--- config.mk ---
export PLATFORM = sky130hd
export DESIGN_NAME = traffic_density_encoder
export DESIGN_NICKNAME = d
export VERILOG_FILES = /design/src/rtl/traffic_pkg.sv /design/src/rtl/approach_queue.sv /design/src/rtl/traffic_density_encoder.sv
export SDC_FILE = /design/constraint.sdc
export NUM_CORES = 1
export LEC_CHECK = 0
export CAP_MARGIN = 10
export CORE_MARGIN = 2
export CORE_UTILIZATION = 30
export DETAILED_ROUTE_END_ITERATION = 8
export GPL_ROUTABILITY_DRIVEN = 0
export GPL_TIMING_DRIVEN = 0
export PLACE_DENSITY = 0.45
export SLEW_MARGIN = 20
export SYNTH_ARGS = -nofsm -noshare
export SYNTH_HDL_FRONTEND = slang
export SYNTH_SLANG_ARGS = --single-unit
--- constraint.sdc ---
create_clock -name clk -period 3.1 [get_ports clk]
set_input_delay 0.775 -clock clk [delete_from_list [all_inputs] [get_ports clk]]
set_output_delay 0.775 -clock clk [all_outputs]
set_load 0.01 [all_outputs]
--- src/rtl/traffic_pkg.sv ---
// Shared encodings and classification helpers for the traffic density encoder.
package traffic_pkg;

    localparam int unsigned QUEUE_W = 6;
    localparam logic [QUEUE_W-1:0] QUEUE_MAX = '1;

    localparam logic [1:0] LOW  = 2'b00;
    localparam logic [1:0] MOD  = 2'b01;
    localparam logic [1:0] HIGH = 2'b10;

    localparam logic [1:0] RED    = 2'b00;
    localparam logic [1:0] YELLOW = 2'b01;
    localparam logic [1:0] GREEN  = 2'b10;

    function automatic logic [1:0] classify(input logic [QUEUE_W-1:0] q, input int mod_th,
                                            input int high_th);
        if (int'(q) >= high_th) return HIGH;
        if (int'(q) >= mod_th) return MOD;
        return LOW;
    endfunction

    // Upgrades are immediate; downgrades need the queue to fall HYST below the threshold.
    // Encodings are ordered, so a numeric compare distinguishes upgrade from downgrade.
    function automatic logic [1:0] classify_hyst(input logic [QUEUE_W-1:0] q,
                                                 input logic [1:0] cur, input int mod_th,
                                                 input int high_th, input int hyst);
        logic [1:0] raw;
        logic [1:0] lvl;
        raw = classify(q, mod_th, high_th);
        if (raw >= cur) return raw;
        lvl = cur;
        if (lvl == HIGH) begin
            if (int'(q) < high_th - hyst) lvl = MOD;
            else return HIGH;
        end
        if (lvl == MOD && int'(q) < mod_th - hyst) lvl = LOW;
        return lvl;
    endfunction

endpackage

--- src/rtl/approach_queue.sv ---
// One approach: arrival edge detect, green-light departure timer and saturating queue count.
module approach_queue
    import traffic_pkg::*;
#(
    parameter int unsigned DEPART_CYCLES = 4
) (
    input  logic               clk_i,
    input  logic               rst_i,
    input  logic               car_i,
    input  logic [1:0]         light_i,
    output logic [QUEUE_W-1:0] queue_o
);

    localparam int unsigned TMR_W = (DEPART_CYCLES > 1) ? $clog2(DEPART_CYCLES) : 1;

    logic               car_prev_q;
    logic [TMR_W-1:0]   timer_q, timer_d;
    logic [QUEUE_W-1:0] queue_q, queue_d;
    logic               arrival;
    logic               depart;
    logic               green;

    assign arrival = car_i & ~car_prev_q;
    assign green   = (light_i == GREEN);

    always_comb begin
        timer_d = '0;
        depart  = 1'b0;
        if (green) begin
            if (timer_q == TMR_W'(DEPART_CYCLES - 1)) begin
                depart = 1'b1;
            end else begin
                timer_d = timer_q + TMR_W'(1);
            end
        end
    end

    always_comb begin
        queue_d = queue_q;
        unique case ({arrival, depart})
            2'b10:   if (queue_q != QUEUE_MAX) queue_d = queue_q + QUEUE_W'(1);
            2'b01:   if (queue_q != '0) queue_d = queue_q - QUEUE_W'(1);
            default: queue_d = queue_q;
        endcase
    end

    always_ff @(posedge clk_i or posedge rst_i) begin
        if (rst_i) begin
            car_prev_q <= 1'b0;
            timer_q    <= '0;
            queue_q    <= '0;
        end else begin
            car_prev_q <= car_i;
            timer_q    <= timer_d;
            queue_q    <= queue_d;
        end
    end

    assign queue_o = queue_q;

endmodule

--- src/rtl/traffic_density_encoder.sv ---
// Per-approach congestion levels refreshed once per window.
// Define TRAFFIC_HYST_EN to add downgrade hysteresis of HYST vehicles.
module traffic_density_encoder
    import traffic_pkg::*;
#(
    parameter int unsigned WINDOW_CYCLES = 32,
    parameter int unsigned DEPART_CYCLES = 4,
    parameter int unsigned MOD_TH        = 8,
    parameter int unsigned HIGH_TH       = 20,
    parameter int unsigned HYST          = 2
) (
    input  logic       clk,
    input  logic       rst,
    input  logic       car_NS,
    input  logic       car_EW,
    input  logic [1:0] NS_light,
    input  logic [1:0] EW_light,
    output logic [1:0] traffic_NS,
    output logic [1:0] traffic_EW,
    output logic       level_valid
);

    localparam int unsigned WIN_W = (WINDOW_CYCLES > 1) ? $clog2(WINDOW_CYCLES) : 1;

    logic [WIN_W-1:0]   win_q;
    logic               win_end;
    logic [QUEUE_W-1:0] queue_ns;
    logic [QUEUE_W-1:0] queue_ew;
    logic [1:0]         level_ns_d;
    logic [1:0]         level_ew_d;

    approach_queue #(
        .DEPART_CYCLES(DEPART_CYCLES)
    ) u_ns (
        .clk_i  (clk),
        .rst_i  (rst),
        .car_i  (car_NS),
        .light_i(NS_light),
        .queue_o(queue_ns)
    );

    approach_queue #(
        .DEPART_CYCLES(DEPART_CYCLES)
    ) u_ew (
        .clk_i  (clk),
        .rst_i  (rst),
        .car_i  (car_EW),
        .light_i(EW_light),
        .queue_o(queue_ew)
    );

    assign win_end = (win_q == WIN_W'(WINDOW_CYCLES - 1));

    always_ff @(posedge clk or posedge rst) begin
        if (rst) begin
            win_q <= '0;
        end else if (win_end) begin
            win_q <= '0;
        end else begin
            win_q <= win_q + WIN_W'(1);
        end
    end

    always_comb begin
        level_ns_d = traffic_NS;
        level_ew_d = traffic_EW;
        if (win_end) begin
`ifdef TRAFFIC_HYST_EN
            level_ns_d = classify_hyst(queue_ns, traffic_NS, int'(MOD_TH), int'(HIGH_TH),
                                       int'(HYST));
            level_ew_d = classify_hyst(queue_ew, traffic_EW, int'(MOD_TH), int'(HIGH_TH),
                                       int'(HYST));
`else
            level_ns_d = classify(queue_ns, int'(MOD_TH), int'(HIGH_TH));
            level_ew_d = classify(queue_ew, int'(MOD_TH), int'(HIGH_TH));
`endif
        end
    end

    always_ff @(posedge clk or posedge rst) begin
        if (rst) begin
            traffic_NS  <= LOW;
            traffic_EW  <= LOW;
            level_valid <= 1'b0;
        end else begin
            traffic_NS  <= level_ns_d;
            traffic_EW  <= level_ew_d;
            level_valid <= win_end;
        end
    end

endmodule

==> reports/results.env <==
NUMBER_OF_GLOBAL_ROUTE_VIAS_BEFORE_REPAIR=1229
PLACEMENT.CELL_AREA_SQ_MM=0.00187
PLACE_HPWL_MM=2.32
FINALHOLDVIOLCOUNT=0
GRT_START_MAX_NET_PINS=29
INITIAL_DRT_MARKERS=64
CLOCK_LATENCY_PS=280
CLOCKROOTBUFFER='clkbuf_8'
CRIT_PATH_START_KIND='input port'
SYNTH.DISTINCT_CELLS=40
NETLIST_INSTANCES=168
VIAS=1219
CTS-ROOT-TO-SINK-BUFFERS=2
AVGROUTEDWIREPERCELL_UM=12.2
HIGHEST_CLOCK_RATE_GHz=0.355
POWER_mW=1.30
NUM_ANTENNA_CELLS=0
LAYOUT-AREA-OVERHEAD-VS-SYNTH_PCT=16.9
MAX-CAP-VIOLATIONS=0
SYNTH_ENABLE_FLOP_CELLS=0
LAYOUT.NETS=204
FINAL_CELL_AREA_SQ_MM=0.00193
CTS_TREE='done'
POWER_DENSITY_mW_PER_MM2=670
ANT_NETS=0
STATUS='finished clean'
SEQUENTIAL_CELL_AREA_FRACTION_IN_THE_YOSYS_REPORT=0.423
FINAL.FILL_COUNT=555
RSZ0062_AT_GRT='false'
SYNTHTOPCELLSBYAREA='dfrtp_1 (42%), ha_1 (9.1%), xnor2_1 (3.7%)'
WORST_IR_DROP_VDD_V=0.000326
FINAL.MIN_CLOCK_PERIOD_PS=2820
PLACEMENT.IO_BUFFERS=12
DRT-PASS1-ITER-COUNT=4
TOTALWIRELENGTH_MM=3.12
FIN_WORST_SKEW_PS=2.32
ROW_COUNT=27
GLOBALROUTETOTALUTIL=0.113
DRC=0
SYNTH_SEQ_CELLS=28
POST_CTS.REPAIR.SETUP_BUFFERS=0
POST_LAYOUT_UTIL=0.358
CP.ARRIVAL_PS=2980
WORSTHOLDPATHTYPE='reg2reg'
PATH_CLK_SLEW_PS=100
FLOORPLAN.INITIALDENSITY=0.306
SYNTH_WARNINGS=0
FP.DIEAREA_SQ_MM=0.00613
P_LEAK_nW=0.824
FLOORPLAN.IO_PINS=13
NETLIST.TOP_CELL.BY_AREA='dfrtp_1'
NUMCTSBUFFERS=3
SYNTH_LARGEST_TYPE_AREA_FRACTION=0.423
REPORT.FINAL.SLEW_VIOL_COUNT=0
VERTICAL_DIE_DIMENSION_UM=78.3
DIE_WIDTH_UM=78.3
POST-SYNTH-TOP-COUNT-CELL='dfrtp_1'
CRITICAL_PATH.ENDPOINT_TYPE='register'
GRT_OVERFLOW=0
SYNTH_COMMON_CELLS='dfrtp_1 (28), nand2_1 (15), ha_1 (12), nor2_1 (12)'
YS_DOMINANT_REG_CELL='dfrtp_1'
FINALCRITPERIODSHARE=0.908
GRT_FIRST_PASS_WIRELENGTH_MM=5.54
ASYNC_RESET_FF_FRAC=1.00
CRIT_TYPE='in2reg'
CLOCK_SINK_COUNT=28
ACTUAL_SLEW_AT_THE_WORST_MAX_SLEW_PIN_PS=607
MAXSLEWHEADROOM=0.595
SETUP_VIOL_COUNT_FINAL=0
AREA_INSIDE_THE_CORE_BOUNDARY_SQ_MM=0.00541
GRT_ANTENNA_BEFORE_REPAIR=0
POST_SYN_AREA_SQ_MM=0.00166
DRIVE_ABOVE_1_SHARE=0.104
WORST_EP_REQUIRED_TIME_PS=3270
SYNTH_NETS=188
SYN_AVG_CELL_AREA_SQ_UM=9.85
CP_MAX_FO=10
ROUTE.DETAILED.VIAS_PER_INST=4.78
CTS_MAX_LEVEL=1
## final cells by class
type / count / area, sq um / area share
buffer: 9 / 40.0 / 0.0207
clock buffer: 3 / 41.3 / 0.0213
clock inverter: 1 / 30.0 / 0.0155
inverter: 8 / 30.0 / 0.0155
multi-input combinational: 122 / 882 / 0.456
sequential: 28 / 701 / 0.362
tap: 72 / 90.1 / 0.0466
timing repair buffer: 12 / 120 / 0.0621
## critical path, stage by stage
cell,delay [ps]
clkdlybuf4s50_1,440
nor2b_1,160
and2_1,200
ha_1,180
clkbuf_2,230
xor2_1,170
ha_1,200
a21oi_1,80
o21ai_0,170
a22o_1,140
nand2_1,60
xnor2_1,150
## cells by family after synthesis
group	share of synthesized area
AOI/OAI and AO/OA	0.138
xor gates and xnor gates	0.0741
adders and majority gates	0.0907
buffers and inverters	0.0438
DFF	0.423
muxes	0.0333
and+or+nand+nor	0.197
## final timing paths
kind                                            from                          end  slack [ps]  cells after the start
setup / recovery                         EW_light[1]  u_ew.queue_o[4]$_DFFE_PP0P_         280                     12
min in group asynchronous                        rst    u_ns.car_prev_q$_DFF_PP0_         880                      2
hold / removal             u_ew.timer_q[0]$_DFF_PP0_    u_ew.timer_q[0]$_DFF_PP0_         440                      1
hold reg to reg            u_ew.timer_q[0]$_DFF_PP0_    u_ew.timer_q[0]$_DFF_PP0_         440                      1
setup reg to reg           u_ns.timer_q[0]$_DFF_PP0_  u_ns.queue_o[4]$_DFFE_PP0P_         780                      9
max in group asynchronous                        rst  u_ew.queue_o[5]$_DFFE_PP0P_        1820                      2
## power breakdown
group	switching [mW]	internal [mW]	total (mW)
combinational	0.243	0.214	0.457
sequential	0.0945	0.452	0.546
clock	0.120	0.173	0.293
## through the flow
| stage | instances | TNS [ps] | hold WS (ps) | setup slack [ps] |
|---|---|---|---|---|
| floorplan | 168 | 0 | 414 | 560 |
| global placement | 252 | -137 | 423 | -115 |
| detailed placement | 252 | -415 | 429 | -165 |
| CTS | 256 | 0 | 444 | 143 |
| global route | 255 | 0 | 453 | 47.3 |
| finish | 255 | 0 | 439 | 285 |
## state kept, by name, summed over array words and instances (netlist names)
signal and flops:
traffic_NS 2, u_ew.car_prev_q 1, traffic_EW 2, u_ew.queue_o 6, level_valid 1, u_ew.timer_q 2, u_ns.queue_o 6, u_ns.timer_q 2
u_ns.car_prev_q 1, win_q 5
## layout by cell type, fill, tap and decap left out, types with 3 or more instances in the layout
master,synthesis,layout
clkbuf_8,0,3
nand3_1,6,6
xnor2_1,7,7
inv_1,8,7
dfrtp_1,28,28
mux2_2,3,3
clkbuf_1,8,6
clkdlybuf4s50_1,0,12
nand2b_1,6,6
and2_1,4,4
nor2b_1,3,3
ha_1,12,12
o21ai_0,8,8
nand2_1,15,15
xor2_1,7,7
a21oi_1,7,7
nor2_1,12,12
## what timing repair did
action	CTS	global route
resized for setup	0	2
setup endpoints to repair	0	3
hold buffers	0	0
## per-layer routing
layer,up-vias,GRT usage,part of all wire
li1,610,-,-
met1,590,0.132,0.45
met2,15,0.207,0.52
met3,4,0.0172,0.016
met4,0,0.0421,0.017
met5,-,0,0
(Power assumes the default switching activity.)
